[config.mk]
export PLATFORM = sky130hd
export DESIGN_NAME = fft_bfly_stream
export DESIGN_NICKNAME = d
export VERILOG_FILES = /design/src/rtl/fft_bfly_stream.sv
export SDC_FILE = /design/constraint.sdc
export NUM_CORES = 2
export LEC_CHECK = 0
export ABC_AREA = 1
export CAP_MARGIN = 10
export CORE_MARGIN = 2
export CORE_UTILIZATION = 55
export CTS_CLUSTER_SIZE = 12
export DETAILED_ROUTE_END_ITERATION = 8
export GPL_ROUTABILITY_DRIVEN = 1
export GPL_TIMING_DRIVEN = 0
export PLACE_DENSITY_LB_ADDON = 0.2
export SLEW_MARGIN = 15
export SYNTH_ARGS = -nofsm -noshare
export SYNTH_HDL_FRONTEND = slang
export SYNTH_SLANG_ARGS = --single-unit
[constraint.sdc]
create_clock -name clk -period 21 [get_ports clk]
set_input_delay 4.2 -clock clk [delete_from_list [all_inputs] [get_ports clk]]
set_output_delay 4.2 -clock clk [all_outputs]
set_load 0.005 [all_outputs]
[src/rtl/fft_bfly_stream.sv]
// Streaming radix-2 DIF butterfly: one complex pair per cycle, 3-stage pipe.
// Define FFT_BFLY_SAT_EN to clamp outputs and drive the sticky ovf flag.
module fft_bfly_stream #(
  parameter  int N          = 8,
  parameter  int DATA_WIDTH = 16,
  parameter  int TW_WIDTH   = 16,
  parameter  int SCALE      = 0,
  localparam int KW = (N / 2 > 1) ? $clog2(N / 2) : 1
) (
  input  logic                    clk,
  input  logic                    rst,
  input  logic                    in_valid,
  output logic                    in_ready,
  input  logic [2*DATA_WIDTH-1:0] in_a,
  input  logic [2*DATA_WIDTH-1:0] in_b,
  input  logic                    inverse,
  output logic                    out_valid,
  input  logic                    out_ready,
  output logic [2*DATA_WIDTH-1:0] out_a,
  output logic [2*DATA_WIDTH-1:0] out_b,
  output logic [KW-1:0]           out_k,
  output logic                    out_last,
  output logic                    ovf
);

  localparam int HALF = N / 2;
  localparam int DW   = DATA_WIDTH;
  localparam int TW   = TW_WIDTH;
  localparam int SW   = DW + 1;
  localparam int PW   = SW + TW + 1;
  localparam int RW   = DW + 4;

  localparam logic [KW-1:0]        KMAX = KW'(HALF - 1);
  localparam logic [KW-1:0]        KONE = KW'(1);
  localparam logic signed [PW-1:0] RND  = PW'(1) <<< (TW - 2);
  localparam logic signed [RW-1:0] ONE  = RW'(1);

  function automatic logic signed [TW-1:0] tw_val(
    input int k,
    input bit im
  );
    real ang, amp, v;
    ang = 2.0 * 3.14159265358979323846 * real'(k) / real'(N);
    amp = 2.0 ** (TW - 1) - 1.0;
    v   = im ? -$sin(ang) * amp : $cos(ang) * amp;
    if (v >= 0.0) tw_val = TW'($rtoi(v + 0.5));
    else          tw_val = TW'(-$rtoi(0.5 - v));
  endfunction

  function automatic logic signed [RW-1:0] fin(
    input logic signed [RW-1:0] x
  );
    if (SCALE != 0) fin = (x + ONE) >>> 1;
    else            fin = x;
  endfunction

  logic signed [TW-1:0] rom_re [HALF];
  logic signed [TW-1:0] rom_im [HALF];

  for (genvar g = 0; g < HALF; g++) begin : g_rom
    localparam logic signed [TW-1:0] WR = tw_val(g, 1'b0);
    localparam logic signed [TW-1:0] WI = tw_val(g, 1'b1);
    assign rom_re[g] = WR;
    assign rom_im[g] = WI;
  end

  logic          advance, accept, first, inv_now;
  logic [KW-1:0] k_cnt;
  logic          inv_lat;

  assign advance  = !out_valid || out_ready;
  assign in_ready = advance;
  assign accept   = in_valid && advance;
  assign first    = (k_cnt == '0);
  // k==0 takes the live select; the rest of the frame uses the latch
  assign inv_now  = first ? inverse : inv_lat;

  logic                 v1;
  logic [2*DW-1:0]      a1, b1;
  logic [KW-1:0]        k1;
  logic signed [TW-1:0] w1_re, w1_im;

  logic signed [DW-1:0] a1_re, a1_im, b1_re, b1_im;
  assign a1_re = a1[DW-1:0];
  assign a1_im = a1[2*DW-1:DW];
  assign b1_re = b1[DW-1:0];
  assign b1_im = b1[2*DW-1:DW];

  logic                 v2;
  logic signed [SW-1:0] s2_re, s2_im, d2_re, d2_im;
  logic [KW-1:0]        k2;
  logic signed [TW-1:0] w2_re, w2_im;

  logic signed [PW-1:0] p_re, p_im;
  logic [2*DW-1:0]      nxt_a, nxt_b;

  always_comb begin
    p_re = PW'(d2_re) * PW'(w2_re) - PW'(d2_im) * PW'(w2_im);
    p_im = PW'(d2_re) * PW'(w2_im) + PW'(d2_im) * PW'(w2_re);
  end

`ifdef FFT_BFLY_SAT_EN
  localparam logic signed [RW-1:0] MAXV =
    {{(RW - DW + 1){1'b0}}, {(DW - 1){1'b1}}};
  localparam logic signed [RW-1:0] MINV = ~MAXV;

  function automatic logic [DW-1:0] sat(
    input logic signed [RW-1:0] x
  );
    if (x > MAXV)      sat = MAXV[DW-1:0];
    else if (x < MINV) sat = MINV[DW-1:0];
    else               sat = x[DW-1:0];
  endfunction

  function automatic logic hit(
    input logic signed [RW-1:0] x
  );
    hit = (x > MAXV) || (x < MINV);
  endfunction

  logic signed [RW-1:0] f_ar, f_ai, f_br, f_bi;
  logic                 clip;

  always_comb begin
    f_ar  = fin(RW'(s2_re));
    f_ai  = fin(RW'(s2_im));
    f_br  = fin(RW'((p_re + RND) >>> (TW - 1)));
    f_bi  = fin(RW'((p_im + RND) >>> (TW - 1)));
    nxt_a = {sat(f_ai), sat(f_ar)};
    nxt_b = {sat(f_bi), sat(f_br)};
    clip  = hit(f_ar) || hit(f_ai) || hit(f_br) || hit(f_bi);
  end

  always_ff @(posedge clk) begin
    if (rst) ovf <= 1'b0;
    else if (advance && v2 && clip) ovf <= 1'b1;
  end
`else
  always_comb begin
    nxt_a = {DW'(fin(RW'(s2_im))), DW'(fin(RW'(s2_re)))};
    nxt_b = {DW'(fin(RW'((p_im + RND) >>> (TW - 1)))),
             DW'(fin(RW'((p_re + RND) >>> (TW - 1))))};
  end

  assign ovf = 1'b0;
`endif

  always_ff @(posedge clk) begin
    if (rst) begin
      k_cnt     <= '0;
      inv_lat   <= 1'b0;
      v1        <= 1'b0;
      v2        <= 1'b0;
      out_valid <= 1'b0;
      out_a     <= '0;
      out_b     <= '0;
      out_k     <= '0;
      out_last  <= 1'b0;
    end else begin
      if (accept) begin
        k_cnt <= (k_cnt == KMAX) ? '0 : k_cnt + KONE;
        if (first) inv_lat <= inverse;
      end
      if (advance) begin
        v1    <= in_valid;
        a1    <= in_a;
        b1    <= in_b;
        k1    <= k_cnt;
        w1_re <= rom_re[k_cnt];
        w1_im <= inv_now ? -rom_im[k_cnt] : rom_im[k_cnt];

        v2    <= v1;
        s2_re <= SW'(a1_re) + SW'(b1_re);
        s2_im <= SW'(a1_im) + SW'(b1_im);
        d2_re <= SW'(a1_re) - SW'(b1_re);
        d2_im <= SW'(a1_im) - SW'(b1_im);
        k2    <= k1;
        w2_re <= w1_re;
        w2_im <= w1_im;

        out_valid <= v2;
        out_a     <= nxt_a;
        out_b     <= nxt_b;
        out_k     <= k2;
        out_last  <= (k2 == KMAX);
      end
    end
  end

endmodule

# After elaboration in Yosys (flattened, before gate mapping)
# Index checks and enable logic that the tools add are counted.
# Widths: inputs -> output; s select.
# word_totals
reg_bits,271
in_bits,69
out_inout_bits,70
# op_classes
n_addsub,10
mul,4
n_lt_le_gt_ge,1
n_eq_ne,2
mux,9
bitwise,2
reduce_logical,5
# ops
operator,count
$mul 17x16->31,4
$mux 16,5
$bmux 16 s2,2
$add 31x16->31 const B,2
$sub 16x16->17,2
$add 16x16->16,2
$add 31x31->31,1
$sub 31x31->31,1
$neg 16->16,1
$eq 2x2->1 const B,2
$ge 3x3->1 const B,1
$not 2->3,1
$add 2x1->2 const B,1
$logic_not 2->1,1
$mux 2,1
$reduce_and 2->1,1
$logic_and 1x1->1,1
$logic_not 1->1,1
$logic_or 1x1->1,1
$mux 1,1
$not 1->1,1

# Logic depth before layout (Yosys ltp)
# depth
word_depth,6
mapped_depth,36

# Worst setup path after synthesis
# Ideal clock, no wire load.
# synth_path
path_type,input to register
from,input out_ready
to,register (tool-made name)
setup_time_ns,0.670
t_arrival_ns,11.019
required_ns,20.330
slack_ns,9.310
path_stages,4
n_path_buf,2
cell_sequence,nor2_1 -> clkbuf_1 -> clkbuf_1 -> nor2_1
# synth_lines
item,line,rtl
"start, declared",18,"input logic out_ready,"

# Worst setup path after layout
# layout_path
from,input out_ready
to,output in_ready
# layout_between
elab_chain_len,1
# layout_rtl
item,line,rtl
$logic_or 1x1->1,71,assign advance = !out_valid || out_ready;
"end, declared",13,"output logic in_ready,"
# Every way passes these cells.

==> impl_metrics.ini <==
[floorplan]
fp.dieW_um = 295
start_util_pct = 55.6
die_h_um = 295
die-area_um2 = 87200
coreArea_um2 = 83800
num_rows = 106
ioPinCount = 139

[worst_setup_path]
crit-reg2reg-launch = w2_re[13]
reg2reg_slack_ps = 11930
critical_path.slowest_cell = clkbuf_2
crit_path_start_kind = input port
reg2reg_to = out_b[14]
cp-startpoint = out_ready
max_stage_delay_ps = 710
crit_type = in2out
endpoint = in_ready
reg2regPathDepth = 24
cp_cell_sequence = clkdlybuf4s50_1, nor2_1, inv_2, clkbuf_2, clkbuf_2, clkdlybuf4s50_1
endpoint_kind = output port
crit_fanout = 10
crit_required_ps = 16800
arrival_ps = 6910

[timing]
maxSlewViolCount = 0
rsz0062_at_grt = false
skew_ps = 28.4
hold_violations = 0
period_needed_ps = 11110
max_slew_margin_pct = 14.4
tns_ps = 0
worst_pin_slew_ps = 1280
fmax_ghz = 0.0900
min_period_over_period_pct = 52.9
setup_viol_count_final = 0

[clock_network]
cts-hold-fix-buffers = 0
path_clk_slew_ps = 60
clkSinkCount = 227
worstSkewPairLatency_ps = 610
clock_path_buffers = 3
htreeDepth = 1
postCtsSetupBuffers = 0
cts-buffers-inserted = 26
cts_resized = 0
cts_tree = done
cts_root_buf = clkbuf_16

[routing]
drc = 0
drtIter0Drc = 2250
antenna_left = 0
first_pass_iters = 5
wl_per_cell_um = 20.5
vias = 32735
via_per_inst = 5.15
totalWireLength_mm = 130

[yosys]
yosysWarnings = 0
synth_compound_area_share_pct = 4.01
synthSimpleGateAreaFrac_pct = 9.86
syn-instance-count = 5030
synth_cell_types = 46
synth.area.mux_share_pct = 0
synth_async_sr_flop_share_pct = 0
synth_top_family_by_area = adder cells
yosysSeqAreaShare_pct = 13.0
syn_area_um2 = 46600
ys_ff_latch = 227
synth_edf_count = 154
synth-xor-area-share_pct = 1.52
synthAdderAreaFrac_pct = 57.2
avgSynthCellArea_um2 = 9.27
syn_nets = 6572
synth_ff_type = edfxtp_1

[outcome]
status = complete, no violations

[layout]
fin_nets = 6742
area_growth_pct = 8.10
final_area_um2 = 50400
layout_common_cells = inv_1, fa_1, nand2_1, ha_1, nor2_1
drive_gt1_share_pct = 1.93
layout_commonest_cell = inv_1

[place]
postPlaceCellArea_um2 = 49600
io_buffers = 137
hpwl_mm = 111
gp_congestion = 0.947

[global_route]
overflow = 0
first_global_vias = 34461
grt_usage_pct = 31.6
grt_pass1_wl_mm = 201
grt_max_degree = 31
antenna_found_initial = 2

[run]
drv_cap = 0

[min_path]
hold_path_class = reg2reg
[worst min path at each step]
stage / startpoint / depth (start not counted) / slack, ps / end
after floorplan: k1[0] / 0 / 400 / k2[0]
after global placement: w1_re[1] / 0 / 400 / w2_re[1]
after detailed placement: flip-flop / 0 / 400 / w2_im[15]
after CTS: w1_im[13] / 0 / 420 / w2_im[4]
after global routing: w1_im[11] / 0 / 420 / w2_im[11]
final: w1_im[13] / 0 / 420 / w2_im[4]
[worst max-delay path, delay by kind of cell]
kind | cells | cell delay, ps
and+or+nand+nor | 1 | 80
buffers and inverters | 5 | 2630
[metrics by stage]
| step | hold WS (ps) | setup WS, ps | utilization (%) | std cells |
|---|---|---|---|---|
| after detailed placement | 405 | 10010 | 59.1 | 6306 |
| final | 420 | 9890 | 60.2 | 6357 |
| after global placement | 401 | 5100 | 59.0 | 6301 |
| after global routing | 425 | 9910 | 60.1 | 6354 |
| after CTS | 419 | 10000 | 60.1 | 6354 |
| after floorplan | 400 | 9310 | - | 5030 |
[cell families after synthesis]
| logic type | after synthesis |
|---|---|
| DFF | 227 |
| other | 1 |
| buffers and inverters | 1768 |
| and+or+nand+nor | 1146 |
| AOI/OAI and AO/OA | 334 |
| xor gates and xnor gates | 81 |
| adders and majority gates | 1473 |
[synth_stat cells, types with 2 or more instances]
| master | n | area (µm²) |
|---|---|---|
| edfxtp_1 | 154 | 4620 |
| o211ai_1 | 8 | 60.1 |
| nand4_1 | 19 | 119 |
| o21a_1 | 4 | 30.0 |
| nand3_1 | 92 | 460 |
| inv_1 | 1636 | 6140 |
| nand3b_1 | 5 | 37.5 |
| a21boi_1 | 6 | 45.0 |
| nor3_1 | 26 | 130 |
| ha_1 | 371 | 4640 |
| nand2_2 | 2 | 12.5 |
| o21bai_1 | 17 | 128 |
| nor4_1 | 9 | 56.3 |
| a211oi_1 | 3 | 22.5 |
| fa_1 | 1102 | 22100 |
| buf_4 | 5 | 37.5 |
| o21ai_0 | 99 | 495 |
| o31ai_1 | 7 | 52.6 |
| o21ai_2 | 2 | 17.5 |
| a221oi_1 | 3 | 26.3 |
| dfxtp_1 | 73 | 1460 |
| inv_2 | 9 | 33.8 |
| nor3b_1 | 2 | 15.0 |
| a21o_1 | 12 | 90.1 |
| a31o_2 | 2 | 17.5 |
| buf_2 | 11 | 55.1 |
| nand2_1 | 709 | 2660 |
| nor2_1 | 262 | 983 |
| a21oi_1 | 138 | 691 |
| clkbuf_1 | 85 | 319 |
| a31oi_1 | 10 | 62.6 |
| buf_1 | 21 | 78.8 |
| o21ai_1 | 18 | 90.1 |
| or2_2 | 17 | 106 |
| xor2_1 | 61 | 534 |
| xnor2_1 | 20 | 175 |
[final cells by class]
| cell class | count | area [µm²] |
|---|---|---|
| diodes | 3 | 7.51 |
| plain buffers | 122 | 499 |
| clock buffers | 39 | 739 |
| clock inverters | 9 | 115 |
| fillers | 7525 | 33400 |
| inverters | 1646 | 6180 |
| multi-input cells | 3035 | 33900 |
| flip-flops and latches | 227 | 6090 |
| well taps | 1134 | 1420 |
| repair buffers | 142 | 1480 |
[state kept, by name (all words and copies together) (netlist names), 2 cells and up, named ones only]
signal / cells
d2_im: 16
k_cnt: 2
b1: 32
w1_im: 5
out_k: 2
s2_im: 16
w1_re: 5
w2_im: 6
d2_re: 16
a1: 32
s2_re: 16
out_b: 32
k2: 2
k1: 2
out_a: 32
w2_re: 5
[per-layer routing]
metal	vias up	track usage, %	routed length [µm]
met5	-	0	18
met4	2	13.2	6560
met3	227	8.12	12500
met2	1208	50.2	60700
met1	16501	41.6	50700
li1	14797	-	-
Power is not shown: default switching activity piles up to over one toggle a cycle in this logic, so the estimate is an artifact.
